## src/rtl/rf_write_arbiter.sv

```systemverilog
// Write-port sequencer for the 32x64 register file: round-robin arbitration
// between two valid/ready requesters, plus an init sequencer that zeroes every register.
module rf_write_arbiter #(
    parameter int NREG = 32,
    parameter int AW   = 5,
    parameter int DW   = 64
) (
    input  logic          clk,
    input  logic          reset,
    input  logic          req0_valid,
    output logic          req0_ready,
    input  logic [AW-1:0] req0_reg,
    input  logic [DW-1:0] req0_data,
    input  logic          req1_valid,
    output logic          req1_ready,
    input  logic [AW-1:0] req1_reg,
    input  logic [DW-1:0] req1_data,
    input  logic          init_start,
    output logic          init_busy,
    output logic [AW-1:0] rf_wReg,
    output logic [DW-1:0] rf_data,
    output logic          rf_RegWrite
);

    typedef enum logic [0:0] {
        IDLE,
        INIT
    } state_t;

    localparam logic [AW-1:0] LAST_REG = AW'(NREG - 1);

    state_t        state_q, state_d;
    logic [AW-1:0] cnt_q, cnt_d;
    logic          last_grant_q, last_grant_d;
    logic          init_busy_q, init_busy_d;
    logic [AW-1:0] rf_wreg_q, rf_wreg_d;
    logic [DW-1:0] rf_data_q, rf_data_d;
    logic          rf_we_q, rf_we_d;

    logic grant0, grant1, accept_en;

    // last_grant_q == 1 means requester 1 won last, so requester 0 wins the next tie.
    always_comb begin
        grant0    = req0_valid && (!req1_valid || last_grant_q);
        grant1    = req1_valid && (!req0_valid || !last_grant_q);
        accept_en = !reset && (state_q == IDLE) && !init_start;
    end

    assign req0_ready = accept_en && grant0;
    assign req1_ready = accept_en && grant1;

    always_comb begin
        // NOTE: every signal gets a default first so no path leaves it unassigned (no latches).
        state_d      = state_q;
        cnt_d        = cnt_q;
        last_grant_d = last_grant_q;
        init_busy_d  = init_busy_q;
        rf_wreg_d    = rf_wreg_q;
        rf_data_d    = rf_data_q;
        rf_we_d      = 1'b0;

        unique case (state_q)
            IDLE: begin
                if (init_start) begin
                    state_d     = INIT;
                    cnt_d       = '0;
                    init_busy_d = 1'b1;
                    rf_wreg_d   = '0;
                    rf_data_d   = '0;
                    rf_we_d     = 1'b1;
                end else if (req0_ready) begin
                    rf_wreg_d    = req0_reg;
                    rf_data_d    = req0_data;
                    rf_we_d      = (req0_reg != '0);
                    last_grant_d = 1'b0;
                end else if (req1_ready) begin
                    rf_wreg_d    = req1_reg;
                    rf_data_d    = req1_data;
                    rf_we_d      = (req1_reg != '0);
                    last_grant_d = 1'b1;
                end
            end
            INIT: begin
                // rf_wReg tracks cnt, so the write for cnt+1 is staged while cnt is on the bus.
                if (cnt_q == LAST_REG) begin
                    state_d     = IDLE;
                    cnt_d       = '0;
                    init_busy_d = 1'b0;
                end else begin
                    cnt_d     = cnt_q + AW'(1);
                    rf_wreg_d = cnt_q + AW'(1);
                    rf_data_d = '0;
                    rf_we_d   = 1'b1;
                end
            end
            default: begin
                state_d = IDLE;
            end
        endcase
    end

    always_ff @(posedge clk or posedge reset) begin
        if (reset) begin
            state_q      <= IDLE;
            cnt_q        <= '0;
            last_grant_q <= 1'b1;
            init_busy_q  <= 1'b0;
            rf_wreg_q    <= '0;
            rf_data_q    <= '0;
            rf_we_q      <= 1'b0;
        end else begin
            // NOTE: non-blocking so every flop samples the pre-edge values of the others.
            state_q      <= state_d;
            cnt_q        <= cnt_d;
            last_grant_q <= last_grant_d;
            init_busy_q  <= init_busy_d;
            rf_wreg_q    <= rf_wreg_d;
            rf_data_q    <= rf_data_d;
            rf_we_q      <= rf_we_d;
        end
    end

    assign init_busy   = init_busy_q;
    assign rf_wReg     = rf_wreg_q;
    assign rf_data     = rf_data_q;
    assign rf_RegWrite = rf_we_q;

endmodule

```

## config.mk

```make
export PLATFORM = sky130hd
export DESIGN_NAME = rf_write_arbiter
export DESIGN_NICKNAME = d
export VERILOG_FILES = /design/src/rtl/rf_write_arbiter.sv
export SDC_FILE = /design/constraint.sdc
export NUM_CORES = 1
export LEC_CHECK = 0
export ABC_AREA = 1
export BUFFER_PORTS_ARGS = -buffer_cell sky130_fd_sc_hd__buf_2
export CAP_MARGIN = 25
export CORE_MARGIN = 4
export CORE_UTILIZATION = 46
export CTS_BUF_LIST = sky130_fd_sc_hd__clkbuf_8 sky130_fd_sc_hd__clkbuf_16
export CTS_CLUSTER_DIAMETER = 120
export DETAILED_ROUTE_END_ITERATION = 12
export HOLD_SLACK_MARGIN = 0.05
export PLACE_DENSITY_LB_ADDON = 0.12
export SLEW_MARGIN = 20
export SYNTH_ARGS = -nofsm -noshare
export SYNTH_HDL_FRONTEND = slang
export SYNTH_SLANG_ARGS = --single-unit
```

## constraint.sdc

```tcl
create_clock -name clk -period 2.5 [get_ports clk]
set_input_delay 0.125 -clock clk [delete_from_list [all_inputs] [get_ports clk]]
set_output_delay 0.125 -clock clk [all_outputs]
set_load 0.01 [all_outputs]
```

==> results of run 1 <==
-- sequential cells by signal, summed over array words and instances, names as in the netlist --
register      cells
rf_wReg           5
last_grant_q      1
state_q           1
rf_data          64
rf_RegWrite       1
init_busy         1
cnt_q             5
-- per-layer routing --
layer  GRT usage  share of wire
met5           0              0
met4      0.0737          0.019
met3      0.0456          0.079
met2       0.357           0.48
met1       0.280           0.42
-- timing repair --
item,CTS,global route
setup endpoints to repair,0,0
endpoints found under the hold margin,0,21
hold buffers,0,1
-- path summary, 6_finish.rpt --
check	startpoint	endpoint	slack (ns)	cells after the start
hold / removal	req0_data[36]	rf_data[36]	0.08	5
hold reg to reg	rf_data[10]	rf_data[10]	0.47	2
max in group asynchronous	reset	rf_data[30]	1.45	5
setup / recovery	last_grant_q	req0_ready	0.15	7
setup reg to reg	cnt_q[0]	rf_data[48]	0.35	9
min in group asynchronous	reset	rf_wReg[4]	0.48	4
-- per-stage QoR --
| stage | utilization | cell area (sq um) | instances | setup WS [ns] | hold slack, ns |
|---|---|---|---|---|---|
| 4_1_cts | 0.622 | 5450 | 907 | 0.135 | 0.0676 |
| 2_1_floorplan | - | 4170 | 597 | 0.0799 | 0.279 |
| 3_3_place_gp | 0.599 | 5250 | 891 | 0.432 | 0.421 |
| 5_1_grt | 0.626 | 5490 | 909 | 0.0169 | 0.0888 |
| 3_5_place_dp | 0.599 | 5250 | 891 | 0.362 | 0.422 |
| 6_report | 0.626 | 5490 | 909 | 0.146 | 0.0822 |
-- layout make-up --
| type | count | share of cell area |
|---|---|---|
| sequential | 78 | 0.356 |
| multi-input combinational | 460 | 0.352 |
| timing repair buffer | 225 | 0.214 |
| clock buffer | 11 | 0.0276 |
| tap | 108 | 0.0246 |
| inverter | 22 | 0.0166 |
| clock inverter | 5 | 0.00912 |
-- power groups by stage --
stage	logic (uW)	clock network [uW]	registers (uW)
detailed placement	1070	0	1590
global route	1210	1010	1590
global placement	1040	0	1580
floorplan	638	0	1630
finish	1060	931	1570
CTS	1070	961	1570
-- logic make-up (layout without fill, tap and decap cells) --
| logic type | Yosys count | count (layout) | share of synthesized area |
|---|---|---|---|
| adders and majority gates | 2 | 2 | 0.00600 |
| AOI/OAI and AO/OA | 9 | 9 | 0.0138 |
| and+or+nand+nor | 447 | 447 | 0.439 |
| xor gates and xnor gates | 2 | 2 | 0.00420 |
| DFF | 78 | 78 | 0.469 |
| buffers and inverters | 59 | 263 | 0.0687 |
-- Yosys cell counts --
cell	count	area, sq um
inv_2	2	7.51
nand3_2	1	10.0
nor2_1	4	15.0
dfstp_2	1	26.3
nand3_1	76	380
buf_2	15	75.1
a32o_1	1	10.0
a21oi_2	1	8.76
dfrtp_1	77	1930
o21ai_0	4	20.0
nand4_1	3	18.8
nand2_1	358	1340
ha_1	2	25.0
clkbuf_1	11	41.3
buf_1	3	11.3
a21oi_1	2	10.0
inv_1	18	67.6
buf_4	5	37.5
buf_6	3	33.8
xor2_1	2	17.5
inv_4	2	12.5
nor2_2	1	6.26
nor2_8	1	20.0
a22o_1	1	8.76
nand2_4	3	33.8
-- tightest hold or removal path, cell delays in order --
cell     delay [ns]
buf_2          0.07
nand2_1        0.04
nand2_1        0.05
nand2_1        0.05
nand2_1        0.04
==> reports/metrics.yaml, run 1 <==
status: "complete, no violations"
hp-class: "input pin to register"
ys_ff_latch: 78
place_congestion: 0.833
fin_crit_sh: 0.941
routedWlPerCell_um: 13.0
ios: 216
netlist_area_sq_mm: 0.00417
syn_to_final_growth_pct: 31.7
drt_iter0_markers: 155
start_util: 0.476
grt_remaining_overflow: 0
crit_chain: "inv_1 -> a21oi_2 -> nand2_4 -> buf_4 -> inv_2 -> buf_4 -> buf_2"
tritoncts: "done"
grt_pass1_wl_um: 18200
clk_latency_ns: 0.33
setup_viol: 0
p_int_uw: 2360
avgSynthCellArea_sq_um: 6.98
p_leak_uw: 0.00357
rows: 34
syn-num-nets: 742
pwr_density_cell_mw_per_mm2: 648
worst_pin_slew_ns: 0.681
fmaxAchievable_ghz: 0.425
cp.arrival_ns: 2.23
ys_warn_count: 0
clock_skew_ns: 0.00949
fp.dieArea_sq_mm: 0.0106
yosysSeqAreaShare: 0.469
die_h_um: 103
vias: 4410
drive_gt1_frac: 0.313
irDropWorstVdd_uv: 402
crit_slowest_cell: "dfstp_2"
seqPwrFrac: 0.440
grt_max_degree: 79
period_minus_slack_ns: 2.35
yosys.cell_types.count: 25
critPathLaunchType: "register"
rsz0062_at_grt: "no"
clk_pin_slew_worst_paths_ns: 0.08
cts.htree.levels: 3
drc: 0
diodes: 0
p_sw_uw: 1200
max_cap_viol_count: 0
cpPeakStageDelay_ns: 0.54
regArea_sq_mm: 0.00195
cp_top_family: "buffers and inverters"
cpMostUsedCell: "buf_4"
hpwl_um: 8870
post-cts-setup-buffers: 0
p_clk_frac: 0.262
multi_input_area_sq_mm: 0.00193
fin_nets: 941
grt_usage: 0.215
power.total_uw: 3550
antenna_left: 0
drt-pass1-iter-count: 4
crit_type: "register to output pin"
die_width_um: 103
portBuffers: 215
via_per_inst: 4.85
root_buffer: "clkbuf_8"
critical_path.max_fanout: 35
netSwitchingFraction: 0.337
core_area_sq_mm: 0.00876
cp.buffers_inverters: 5
clk_path_buf_depth: 2
p_comb_frac: 0.298
drv_slew: 0
max-slew-margin-rel: 0.546
n_fill_cell: 871
grt_antenna_before_repair: 0
postRouteWirelength_um: 11800
finalSetupTns_ns: 0
grt_pass1_vias: 3963
final_cell_mix: "nand2_1, buf_2, dfrtp_1"
syn_inst: 597
cts_made_buffers: 9
ctsResizeCount: 0
worst_setup_path_end_kind: "output pin"
crit_required_ns: 2.38
hold_viol_final: 0
cts.sinks: 78
layout_commonest_cell: "nand2_1"
Note: power is estimated with default switching activity, not from simulation.
==> inputs of run 2 (changes only) <==
Settings changed: SLEW_MARGIN 20 to not set.
Clock period 2.5 ns to 2.4 ns, I/O delays scaled along.
==> reports/metrics.yaml, run 2 (synthesized netlist as in run 1, its figures left out) <==
setup_viol: 0
portBuffers: 215
pwr_density_cell_mw_per_mm2: 694
numPlacedInstances: 891
tritoncts: "done"
cts_made_buffers: 9
worst_setup_path_end_kind: "output pin"
drive_gt1_frac: 0.315
period_minus_slack_ns: 2.18
drv_slew: 0
postRouteWirelength_um: 12000
max-slew-margin-rel: 0.551
rsz0062_at_grt: "no"
hold_viol_final: 0
final_cells: 909
netSwitchingFraction: 0.334
drc: 0
critical_path.max_fanout: 35
final_cell_mix: "nand2_1, buf_2, dfrtp_1"
crit_type: "register to output pin"
seqPwrFrac: 0.425
grt_max_degree: 79
pre_cts_slack_ns: 0.304
p_sw_uw: 1280
die_h_um: 103
drt-pass1-iter-count: 4
hp-class: "input pin to register"
status: "complete, no violations"
diodes: 0
drt_iter0_markers: 198
p_leak_uw: 0.00358
crit_required_ns: 2.28
post-cts-setup-buffers: 0
layout_commonest_cell: "nand2_1"
finish.utilization: 0.630
fin_nets: 941
grt_antenna_before_repair: 0
irDropWorstVdd_uv: 308
routedWlPerCell_um: 13.2
critPathLaunchType: "register"
syn_to_final_growth_pct: 32.6
start_util: 0.476
clk_path_buf_depth: 2
cts.htree.levels: 3
place_congestion: 0.869
fmaxAchievable_ghz: 0.458
cts.sinks: 78
grt_remaining_overflow: 0
finalSetupTns_ns: 0
grt_pass1_wl_um: 18500
clock_skew_ns: 0.0111
largest_register_ffs: 64
via_per_inst: 4.90
setup_ws_ns: 0.218
core_area_sq_mm: 0.00876
grt_usage: 0.220
vias: 4453
fp.dieArea_sq_mm: 0.0106
hpwl_um: 8890
die_width_um: 103
grt_pass1_vias: 4096
ios: 216
cp.arrival_ns: 2.06
clk_latency_ns: 0.34
antenna_left: 0
root_buffer: "clkbuf_8"
max_cap_viol_count: 0
rows: 34
fin_crit_sh: 0.909
p_comb_frac: 0.294
worst_pin_slew_ns: 0.673
clk_pin_slew_worst_paths_ns: 0.09
p_int_uw: 2560
p_clk_frac: 0.281
-- run 2: cell types whose count changed in the layout (fill, tap and decap cells not counted), sizes merged --
cell and delta:
bufinv +1, clkbuf -1
-- run 2: path summary, 6_finish.rpt --
path | slack, ns | cells after the start | start | to
worst max-delay path | 0.22 | 6 | last_grant_q | req0_ready
worst max register to register | 0.31 | 9 | last_grant_q | rf_wReg[3]
worst min register to register | 0.47 | 2 | rf_data[0] | rf_data[0]
worst min-delay path | 0.07 | 5 | req0_data[60] | rf_data[60]
max in group asynchronous | 1.34 | 5 | reset | rf_data[11]
min in group asynchronous | 0.50 | 4 | reset | rf_RegWrite
-- run 2: stage by stage --
| stage | area (sq um) | hold slack (ns) | total power, uW |
|---|---|---|---|
| after floorplan | 4180 | 0.274 | 2360 |
| after global placement | 5260 | 0.416 | 2770 |
| after detailed placement | 5260 | 0.417 | 2790 |
| after CTS | 5480 | 0.0557 | 3870 |
| after global routing | 5530 | 0.0728 | 4100 |
| final | 5530 | 0.0696 | 3830 |
-- run 2: layout make-up --
type / count / area, sq um
inverter: 22 / 91.3
clock inverter: 6 / 85.1
sequential: 78 / 1950
fill: 802 / 3240
tap: 108 / 135
multi-input combinational: 460 / 1930
clock buffer: 10 / 138
timing repair buffer: 225 / 1190
-- run 2: metal layers --
metal,vias to the layer above,GRT usage,routed length (um)
met3,13,0.0349,983
li1,2238,-,-
met4,0,0.0757,142
met2,187,0.381,5910
met1,2015,0.282,4980
met5,-,0,0
-- run 2: power by group through the flow --
| stage | logic [uW] | clock network, uW | registers [uW] |
|---|---|---|---|
| detailed placement | 1140 | 0 | 1650 |
| global route | 1290 | 1160 | 1650 |
| floorplan | 668 | 0 | 1690 |
| global placement | 1120 | 0 | 1650 |
| CTS | 1140 | 1100 | 1630 |
| finish | 1130 | 1080 | 1630 |
-- run 2: repair_timing --
item	4_1_cts	5_1_grt
hold endpoints to repair	0	27
endpoints found under the setup margin	0	1
resized for setup	0	1
hold buffers	0	1
-- run 2: critical path, cell delays in order, from the launching register on --
cell and delay [ns]:
dfstp_2 0.53, inv_1 0.05, a21oi_2 0.30, nand2_4 0.25
inv_2 0.12, buf_6 0.26, buf_2 0.19
==> inputs of run 3 (changes only) <==
--- a/config.mk
+++ b/config.mk
@@ -16,3 +16,3 @@
 export HOLD_SLACK_MARGIN = 0.05
-export PLACE_DENSITY_LB_ADDON = 0.12
+export PLACE_DENSITY_LB_ADDON = 0.08
 export SYNTH_ARGS = -nofsm -noshare
==> constraint.sdc (replaced) <==
create_clock -name clk -period 2.4 [get_ports clk]
set_input_delay 0 -clock clk [delete_from_list [all_inputs] [get_ports clk]]
set_output_delay 0 -clock clk [all_outputs]
set_load 0.01 [all_outputs]
==> reports/metrics.yaml, run 3 (synthesized netlist as in run 1, its figures left out) <==
hpwl_um: 8900
layout_commonest_cell: "nand2_1"
syn_to_final_growth_pct: 63.4
cts_made_buffers: 9
tritoncts: "done"
setup_ws_ns: 0.137
drt_iter0_markers: 268
cp.arrival_ns: 2.54
regArea_sq_mm: 0.00195
grt_pass1_wl_um: 24300
critPathLaunchType: "register"
p_clk_frac: 0.220
fin_crit_sh: 0.943
placed_area_sq_mm: 0.00525
largest_register_ffs: 64
clk_latency_ns: 0.34
rsz0062_at_grt: "no"
netSwitchingFraction: 0.355
core_area_sq_mm: 0.00876
die_h_um: 103
critical_path.max_fanout: 67
max-slew-margin-rel: 0.558
fmaxAchievable_ghz: 0.442
multi_input_area_sq_mm: 0.00194
crit_type: "register to register"
min_path_cells: 7
postRouteWirelength_um: 15600
r2r_end: "rf_data[52]"
grt_max_degree: 79
start_util: 0.476
clock_skew_ns: 0.0105
crit_required_ns: 2.67
worst_pin_slew_ns: 0.664
pwr_density_cell_mw_per_mm2: 558
finalSetupTns_ns: 0
antenna_left: 0
irDropWorstVdd_uv: 282
p_comb_frac: 0.349
p_leak_uw: 0.00417
hp-start: "req1_reg[3]"
clk_path_buf_depth: 2
via_per_inst: 5.12
drc: 0
grt_remaining_overflow: 0
n_fill_cell: 602
p_sw_uw: 1350
portBuffers: 215
min_to: "rf_wReg[3]"
post-cts-setup-buffers: 0
drv_slew: 0
max_cap_viol_count: 0
fp.dieArea_sq_mm: 0.0106
routedWlPerCell_um: 15.0
rows: 34
drt-pass1-iter-count: 5
hold_viol_final: 0
grt_antenna_before_repair: 0
grt_usage: 0.291
fin_nets: 1073
vias: 5330
final_area_sq_mm: 0.00681
ff2ff_path_depth: 11
pre_cts_slack_ns: 0.430
clk_pin_slew_worst_paths_ns: 0.08
root_buffer: "clkbuf_8"
cts.htree.levels: 3
hp-class: "input pin to register"
die_width_um: 103
p_int_uw: 2450
finish.utilization: 0.777
setup_viol: 0
reg2reg_from: "state_q"
cts.sinks: 78
grt_pass1_vias: 5291
power.total_uw: 3800
r2r_slack_ns: 0.14
seqPwrFrac: 0.431
worst_setup_path_end_kind: "register"
status: "complete, no violations"
final_cell_mix: "nand2_1, buf_2, dlygate4sd3_1"
place_congestion: 0.891
drive_gt1_frac: 0.269
diodes: 0
period_minus_slack_ns: 2.26
ios: 216
-- run 3: stage by stage --
stage,std cells,hold slack (ns)
final,1041,0.0823
after global routing,1041,0.152
after CTS,1039,0.0665
after detailed placement,890,0.297
after global placement,890,0.299
after floorplan,597,0.154
-- run 3: how the worst max path moves through the flow --
stage	from	to	slack (ns)	cells after the start
2_1_floorplan	reset	rf_data[53]	0.10	9
3_3_place_gp	last_grant_q	rf_data[33]	0.50	8
3_5_place_dp	last_grant_q	rf_data[23]	0.43	8
4_1_cts	state_q	rf_data[43]	0.02	10
5_1_grt	state_q	rf_data[5]	0.001	11
6_report	state_q	rf_data[52]	0.14	11
-- run 3: cell type report --
type | count | share of cell area
Clock buffer | 9 | 0.0182
Sequential cell | 78 | 0.287
Tap cell | 108 | 0.0198
Timing Repair Buffer | 357 | 0.370
Inverter | 22 | 0.0134
Multi-Input combinational cell | 460 | 0.285
Clock inverter | 7 | 0.00625
-- run 3: critical path, stage by stage, from the launching register on --
cell,delay [ns]
dfrtp_1,0.50
inv_4,0.13
nand2_4,0.08
nor2_8,0.14
nand2_4,0.09
inv_2,0.08
buf_12,0.26
nand2_1,0.10
nand2_1,0.08
dlygate4sd3_1,0.56
nand2_1,0.06
nand2_1,0.08
-- run 3: timing repair --
action / 4_1_cts / 5_1_grt
setup endpoints to repair: 0 / 27
resized for setup: 0 / 5
hold endpoints to repair: 67 / 26
hold buffers: 133 / 1
-- run 3: metal layers --
layer	vias to the layer above	part of all wire	routed length, um	global-route usage
met1	2391	0.37	5740	0.341
met3	80	0.097	1520	0.0651
li1	2506	-	-	-
met4	0	0.058	913	0.155
met5	-	0	0	0
met2	353	0.48	7470	0.497
-- run 3: power by group through the flow --
stage	combinational, uW	clock (uW)	sequential (uW)
after floorplan	665	0	1690
after global placement	1090	0	1660
after detailed placement	1120	0	1660
after CTS	1300	863	1630
after global routing	1480	913	1660
final	1330	838	1640
